### src/rtl/rtc_bus_pkg.sv
// Shared definitions for the RTC burst transfer engine.
// Holds the sequencer state encoding, the idle value of the
// multiplexed address/data bus, the legal parameter ranges and a
// small helper used to size the phase timer.
package rtc_bus_pkg;

    typedef enum logic [3:0] {
        S_IDLE,
        S_SCAN,
        S_A_AS,
        S_A_CS,
        S_A_STB,
        S_A_END,
        S_A_REL,
        S_D_CS,
        S_D_STB,
        S_D_END,
        S_GAP,
        S_DONE
    } state_t;

    localparam logic [7:0] BUS_IDLE = 8'hFF;

    localparam int unsigned N_REGS_MIN = 1;
    localparam int unsigned N_REGS_MAX = 8;
    localparam int unsigned T_MIN      = 1;
    localparam int unsigned T_MAX      = 255;

    function automatic int unsigned max3(input int unsigned a,
                                         input int unsigned b,
                                         input int unsigned c);
        int unsigned m;
        m = a;
        if (b > m) m = b;
        if (c > m) m = c;
        return m;
    endfunction

endpackage

### src/rtl/rtc_phase_timer.sv
// Loadable down-counter used to time the address strobe, data strobe
// and inter-entry gap phases.
// Ports:
//   clock, reset : system clock, synchronous active-high reset
//   load         : load load_val on the next edge (takes priority)
//   load_val     : number of remaining cycles minus one
//   zero         : counter has reached zero (last cycle of the phase)
// The counter saturates at zero and never wraps.
module rtc_phase_timer #(
    parameter int unsigned WIDTH = 4
) (
    input  logic             clock,
    input  logic             reset,
    input  logic             load,
    input  logic [WIDTH-1:0] load_val,
    output logic             zero
);

    logic [WIDTH-1:0] count;

    always_ff @(posedge clock) begin
        if (reset) begin
            count <= '0;
        end else if (load) begin
            count <= load_val;
        end else if (count != '0) begin
            count <= count - 1'b1;
        end
    end

    assign zero = (count == '0);

endmodule

### src/rtl/rtc_burst_xfer.sv
// RTC burst transfer engine. On a rising edge of start it walks a
// table of up to N_REGS register accesses in ascending index order,
// running each enabled entry as an address phase followed by a write
// or read data phase on a multiplexed 8-bit bus.
// Ports:
//   clock, reset   : system clock, synchronous active-high reset
//   start          : burst request level, launches on a rising edge
//   en_mask        : per-entry enable
//   rw_mask        : per-entry direction, 1 = write, 0 = read
//   addr_tbl       : per-entry register address, entry i in [8i+7:8i]
//   wdata_tbl      : per-entry write data
//   ad_in          : sampled bus value
//   ad_out, ad_oe  : driven bus value and drive enable
//   as_n, cs_n     : active-low address strobe and chip select
//   wr_n, rd_n     : active-low write and read strobes
//   rdata_tbl      : read results, entry i updated only by a read of i
//   busy           : high from launch until done
//   done           : one-cycle pulse at burst end
module rtc_burst_xfer
    import rtc_bus_pkg::*;
#(
    parameter int unsigned N_REGS = 5,
    parameter int unsigned T_ADDR = 6,
    parameter int unsigned T_DATA = 6,
    parameter int unsigned T_GAP  = 8
) (
    input  logic                  clock,
    input  logic                  reset,
    input  logic                  start,
    input  logic [N_REGS-1:0]     en_mask,
    input  logic [N_REGS-1:0]     rw_mask,
    input  logic [8*N_REGS-1:0]   addr_tbl,
    input  logic [8*N_REGS-1:0]   wdata_tbl,
    input  logic [7:0]            ad_in,
    output logic [7:0]            ad_out,
    output logic                  ad_oe,
    output logic                  as_n,
    output logic                  cs_n,
    output logic                  wr_n,
    output logic                  rd_n,
    output logic [8*N_REGS-1:0]   rdata_tbl,
    output logic                  busy,
    output logic                  done
);

    localparam int unsigned T_LONGEST = max3(T_ADDR, T_DATA, T_GAP);
    localparam int unsigned TW        = $clog2(T_LONGEST + 1);
    localparam int unsigned IW        = (N_REGS > 1) ? $clog2(N_REGS) : 1;

    if (N_REGS < N_REGS_MIN || N_REGS > N_REGS_MAX ||
        T_ADDR < T_MIN || T_ADDR > T_MAX ||
        T_DATA < T_MIN || T_DATA > T_MAX ||
        T_GAP  < T_MIN || T_GAP  > T_MAX) begin : g_param_err
        $error("rtc_burst_xfer: parameter out of range");
    end

    state_t          state;
    state_t          state_nx;
    logic            start_q;
    logic            launch;
    logic [N_REGS-1:0] pend_q;
    logic [N_REGS-1:0] rw_q;
    logic [7:0]      addr_q  [N_REGS];
    logic [7:0]      wdata_q [N_REGS];
    logic [7:0]      rdata_q [N_REGS];
    logic [IW-1:0]   cur;
    logic [IW-1:0]   first;
    logic            found;

    logic            t_load;
    logic [TW-1:0]   t_val;
    logic            t_zero;

    logic [7:0]      ad_out_nx;
    logic            ad_oe_nx;
    logic            as_n_nx;
    logic            cs_n_nx;
    logic            wr_n_nx;
    logic            rd_n_nx;
    logic            busy_nx;
    logic            done_nx;

    // A new burst may also launch straight out of DONE, since busy is
    // already low on that cycle.
    assign launch = start && !start_q &&
                    (state == S_IDLE || state == S_DONE);

    // Lowest still-pending enabled entry.
    always_comb begin
        first = '0;
        found = 1'b0;
        for (int unsigned i = 0; i < N_REGS; i++) begin
            if (pend_q[i] && !found) begin
                first = IW'(i);
                found = 1'b1;
            end
        end
    end

    always_comb begin
        state_nx = state;
        case (state)
            S_IDLE:  if (launch) state_nx = S_SCAN;
            S_SCAN:  state_nx = found ? S_A_AS : S_DONE;
            S_A_AS:  state_nx = S_A_CS;
            S_A_CS:  state_nx = S_A_STB;
            S_A_STB: if (t_zero) state_nx = S_A_END;
            S_A_END: state_nx = S_A_REL;
            S_A_REL: state_nx = S_D_CS;
            S_D_CS:  state_nx = S_D_STB;
            S_D_STB: if (t_zero) state_nx = S_D_END;
            S_D_END: state_nx = S_GAP;
            S_GAP:   if (t_zero) state_nx = S_SCAN;
            S_DONE:  state_nx = launch ? S_SCAN : S_IDLE;
            default: state_nx = S_IDLE;
        endcase
    end

    // The timer is loaded on entry to each timed phase with length-1,
    // so its zero flag marks the final cycle of that phase.
    always_comb begin
        t_load = (state_nx != state) &&
                 (state_nx inside {S_A_STB, S_D_STB, S_GAP});
        case (state_nx)
            S_A_STB: t_val = TW'(T_ADDR - 1);
            S_D_STB: t_val = TW'(T_DATA - 1);
            default: t_val = TW'(T_GAP - 1);
        endcase
    end

    rtc_phase_timer #(
        .WIDTH (TW)
    ) u_timer (
        .clock    (clock),
        .reset    (reset),
        .load     (t_load),
        .load_val (t_val),
        .zero     (t_zero)
    );

    // Bus pins are decoded from the next state and registered, so they
    // change on the same edge as the state register. cur is already
    // stable by the time any phase that drives address or data begins.
    always_comb begin
        ad_out_nx = BUS_IDLE;
        ad_oe_nx  = 1'b0;
        as_n_nx   = 1'b1;
        cs_n_nx   = 1'b1;
        wr_n_nx   = 1'b1;
        rd_n_nx   = 1'b1;
        busy_nx   = 1'b1;
        done_nx   = 1'b0;
        case (state_nx)
            S_IDLE: busy_nx = 1'b0;
            S_A_AS: as_n_nx = 1'b0;
            S_A_CS: begin
                as_n_nx = 1'b0;
                cs_n_nx = 1'b0;
            end
            S_A_STB: begin
                as_n_nx   = 1'b0;
                cs_n_nx   = 1'b0;
                wr_n_nx   = 1'b0;
                ad_oe_nx  = 1'b1;
                ad_out_nx = addr_q[cur];
            end
            S_A_END: begin
                as_n_nx   = 1'b0;
                ad_oe_nx  = 1'b1;
                ad_out_nx = addr_q[cur];
            end
            S_D_CS: cs_n_nx = 1'b0;
            S_D_STB: begin
                cs_n_nx = 1'b0;
                if (rw_q[cur]) begin
                    wr_n_nx   = 1'b0;
                    ad_oe_nx  = 1'b1;
                    ad_out_nx = wdata_q[cur];
                end else begin
                    rd_n_nx = 1'b0;
                end
            end
            S_DONE: begin
                busy_nx = 1'b0;
                done_nx = 1'b1;
            end
            default: ;
        endcase
    end

    always_ff @(posedge clock) begin
        if (reset) begin
            state   <= S_IDLE;
            start_q <= 1'b0;
            pend_q  <= '0;
            rw_q    <= '0;
            cur     <= '0;
            ad_out  <= BUS_IDLE;
            ad_oe   <= 1'b0;
            as_n    <= 1'b1;
            cs_n    <= 1'b1;
            wr_n    <= 1'b1;
            rd_n    <= 1'b1;
            busy    <= 1'b0;
            done    <= 1'b0;
            for (int unsigned i = 0; i < N_REGS; i++) begin
                rdata_q[i] <= '0;
            end
        end else begin
            start_q <= start;
            state   <= state_nx;
            ad_out  <= ad_out_nx;
            ad_oe   <= ad_oe_nx;
            as_n    <= as_n_nx;
            cs_n    <= cs_n_nx;
            wr_n    <= wr_n_nx;
            rd_n    <= rd_n_nx;
            busy    <= busy_nx;
            done    <= done_nx;
            if (launch) begin
                pend_q <= en_mask;
                rw_q   <= rw_mask;
            end
            if (state == S_SCAN && found) begin
                cur           <= first;
                pend_q[first] <= 1'b0;
            end
            if (state == S_D_STB && t_zero && !rw_q[cur]) begin
                rdata_q[cur] <= ad_in;
            end
        end
    end

    // Address and data tables are only consumed after a launch, so they
    // need no reset.
    always_ff @(posedge clock) begin
        if (launch) begin
            for (int unsigned i = 0; i < N_REGS; i++) begin
                addr_q[i]  <= addr_tbl[8*i +: 8];
                wdata_q[i] <= wdata_tbl[8*i +: 8];
            end
        end
    end

    for (genvar g = 0; g < int'(N_REGS); g++) begin : g_rdata
        assign rdata_tbl[8*g +: 8] = rdata_q[g];
    end

endmodule

### config.mk
export PLATFORM = sky130hd
export DESIGN_NAME = rtc_burst_xfer
export DESIGN_NICKNAME = d
export VERILOG_FILES = /design/src/rtl/rtc_bus_pkg.sv /design/src/rtl/rtc_phase_timer.sv /design/src/rtl/rtc_burst_xfer.sv
export SDC_FILE = /design/constraint.sdc
export NUM_CORES = 1
export LEC_CHECK = 0
export ABC_AREA = 1
export BUFFER_PORTS_ARGS = -buffer_cell sky130_fd_sc_hd__buf_2
export CAP_MARGIN = 5
export CORE_AREA = 2 2 128 130
export CTS_CLUSTER_SIZE = 30
export DETAILED_ROUTE_END_ITERATION = 10
export DIE_AREA = 0 0 130 132
export GPL_ROUTABILITY_DRIVEN = 0
export PLACE_DENSITY = 0.7
export SYNTH_ARGS = -nofsm -noshare
export SYNTH_HDL_FRONTEND = slang
export SYNTH_SLANG_ARGS = --single-unit
### constraint.sdc
create_clock -name clock -period 4.1 [get_ports clock]
set_input_delay 0.205 -clock clock [delete_from_list [all_inputs] [get_ports clock]]
set_output_delay 0.205 -clock clock [all_outputs]
set_load 0.02 [all_outputs]
==> out/metrics.cfg <==
[final_layout]
ff_latch_area_um2 = 4400
diodes = 0
final_nets = 898
drive_above_1_share = 0.265
fillerInstances = 1284
area_growth_pct = 38.3
multi_input_area_um2 = 1580

[setup_path]
crit-reg2reg-launch = cur[0]
required_ns = 4.19
path_class = register to register
startpoint_type = register
ff2ff_path_depth = 10
cp-startpoint = cur[0]
arrival_ns = 2.40
path_max_fanout = 9
rr_endpoint = rdata_q[1][1]
ff2ff_setup_slack_ns = 1.79
worstSetupEndpointType = register

[synthesis]
synth_common_cells = 120 x edfxtp_1, 94 x nor2_1, 82 x nand2_1
synth_seq_cells = 160
synth_warnings = 0
synth_area_leaders = edfxtp_1 58%, dfxtp_1 13%, nor2_1 5.7%, nand2_1 4.9%, o21ai_0 3.4%
syn-cell-area_um2 = 6220
synth_edf_count = 120
yosysTopAreaCell = edfxtp_1
synth-async-reset-ratio = 0
synth.avg_cell_area_um2 = 11.2
synth_top_area_frac = 0.579
yosysMostFrequentCell = edfxtp_1
synth-seq-area-share = 0.708
ys.flop_type = edfxtp_1
synth_cell_types = 33
syn_nets = 657
synth_cells = 555

[floorplan]
std_cell_rows = 46
die_height_um = 132
die_area_um2 = 17200
initial_core_util = 0.396
pin_count = 156
core_um2 = 15700
fp.dieW_um = 130

[min_path]
min_from = start
hold_depth = 3
holdPathEnd = start_q
hp-class = input port to register

[power_and_ir_drop]
combPwrFrac = 0.265
netSwitchingPower_uw = 1740
p_int_uw = 3500
leakage_uw = 0.00359
pwr-share-seq = 0.433
p_per_area_nw_per_um2 = 609
clockPowerShare = 0.302
peakVddDrop_mv = 0.368
switching_share = 0.332

[run_status]
status = completed

[clock_tree]
cts_setup_buffers = 0
cts_tree = built
ctsRootBufferMaster = clkbuf_16
cts_buffers = 17
clock_latency_ns = 0.43
clock_tree.buffer_depth = 2
clock_sink_count = 160
h-tree-depth = 4
cts.repair.resized = 0
clk_pin_slew_ns = 0.06

[timing]
rsz0062_at_grt = false
fmax_mhz = 432
clock_skew_ns = 0.0146
drv_slew = 0
layout_min_cycle_time_ns = 2.31
fin_ws_ns = 1.79
slew_headroom = 0.293
tns_ns = 0
worst_pin_slew_ns = 1.06
fin_crit_sh = 0.564
final_hold_viol_count = 0
setup_violations = 0

[grt]
grt_util_all_layers = 0.198
grt_pass1_vias = 5030
antenna_found_initial = 0
grt_pass1_wl_um = 25800
grt.overflow.total = 0
grt_max_degree = 86

[placement]
dp_hpwl_um = 9920
place_ws_ns = 1.73
port_buffers = 155

[drt]
dr.pass1.iters = 5
drt_iter0_drc = 359
vias = 4918
final_antenna_net_count = 0
drc = 0
post_drt_wl_per_cell_um = 15.9
routed_via_density = 4.80
drt_wl_total_um = 16300

[job]
maxCapViolCount = 0

==> flip-flops by register name (all words and copies together) (netlist names), named ones only <==
name and cells:
u_timer.count 4, rd_n 1, cs_n 1, rw_q 5, ad_out 8, done 1, busy 1, pend_q 5
cur 3, start_q 1, rdata_q 40, addr_q 40, wr_n 1, ad_oe 1, state 4, as_n 1
wdata_q 40
==> layout by cell type, fill, tap and decap left out, types with 17 or more instances in the layout <==
cell           instances
o21ai_0               42
nor2_1                94
dlygate4sd3_1         80
inv_1                 41
nand2_1               82
dfxtp_1               40
edfxtp_1             120
clkbuf_16             17
a21oi_1               24
nand3_1               34
buf_2                155
==> metrics by stage <==
stage	std cells	area (um^2)	util	hold slack [ns]	total power, uW
after floorplan	555	6220	-	0.304	3230
after global placement	913	7220	0.459	0.383	3590
after detailed placement	913	7220	0.459	0.383	3620
after CTS	1025	8600	0.548	0.000988	5210
after global routing	1025	8600	0.548	0.0129	5540
final	1025	8600	0.548	0.0000315	5240
==> worst max-delay path by stage <==
stage | to | slack, ns | cells after the start
final | rdata_q[1][1] | 1.79 | 10
after floorplan | addr_q[0][0] | 0.71 | 7
after detailed placement | pend_q[1] | 1.73 | 11
after CTS | pend_q[1] | 1.75 | 9
after global placement | pend_q[1] | 1.81 | 11
after global routing | rdata_q[1][7] | 1.55 | 10
==> kinds of logic (layout without fill, tap and decap cells) <==
family          count (synthesis)  after routing  share of synthesized area
simple gates                  241            241                      0.169
flops                         160            160                      0.708
compound gates                 89             89                     0.0784
buf+inv                        61            315                     0.0388
xor+xnor                        3              3                    0.00422
fa+ha+maj                       1              1                    0.00201
==> critical path, cell delays in order (launching register included) <==
cell and delay, ns:
dfxtp_1 0.37, inv_1 0.08, nand2_1 0.06, nor2_1 0.06, nand2_1 0.06, nand3_1 0.12, nor2_4 0.20, inv_1 0.18
nor3_4 0.31, nand2_2 0.18, nand2_1 0.33
==> cell type report <==
class,count,area share
Inverter,45,0.0198
Clock buffer,18,0.0499
Timing Repair Buffer,238,0.186
Sequential cell,160,0.512
Clock inverter,14,0.0180
Tap cell,216,0.0314
Multi-Input combinational cell,334,0.183
==> routing by layer <==
layer	routed length, um	vias to the layer above	GRT usage	share of wire
met4	190	0	0.0508	0.012
met3	1150	17	0.0487	0.070
met5	0	-	0	0
li1	-	2400	-	-
met1	6440	2281	0.232	0.40
met2	8530	220	0.361	0.52
==> timing repair <==
item,CTS,global route
setup endpoints to repair,0,0
hold buffers,80,0
endpoints found under the hold margin,80,0
==> power by group through the flow <==
stage,sequential [uW],clock [uW],combinational (uW)
5_1_grt,2300,1670,1570
4_1_cts,2260,1570,1380
3_5_place_dp,2290,0,1320
2_1_floorplan,2360,0,874
3_3_place_gp,2290,0,1310
6_report,2270,1580,1390
(Power assumes the default switching activity.)
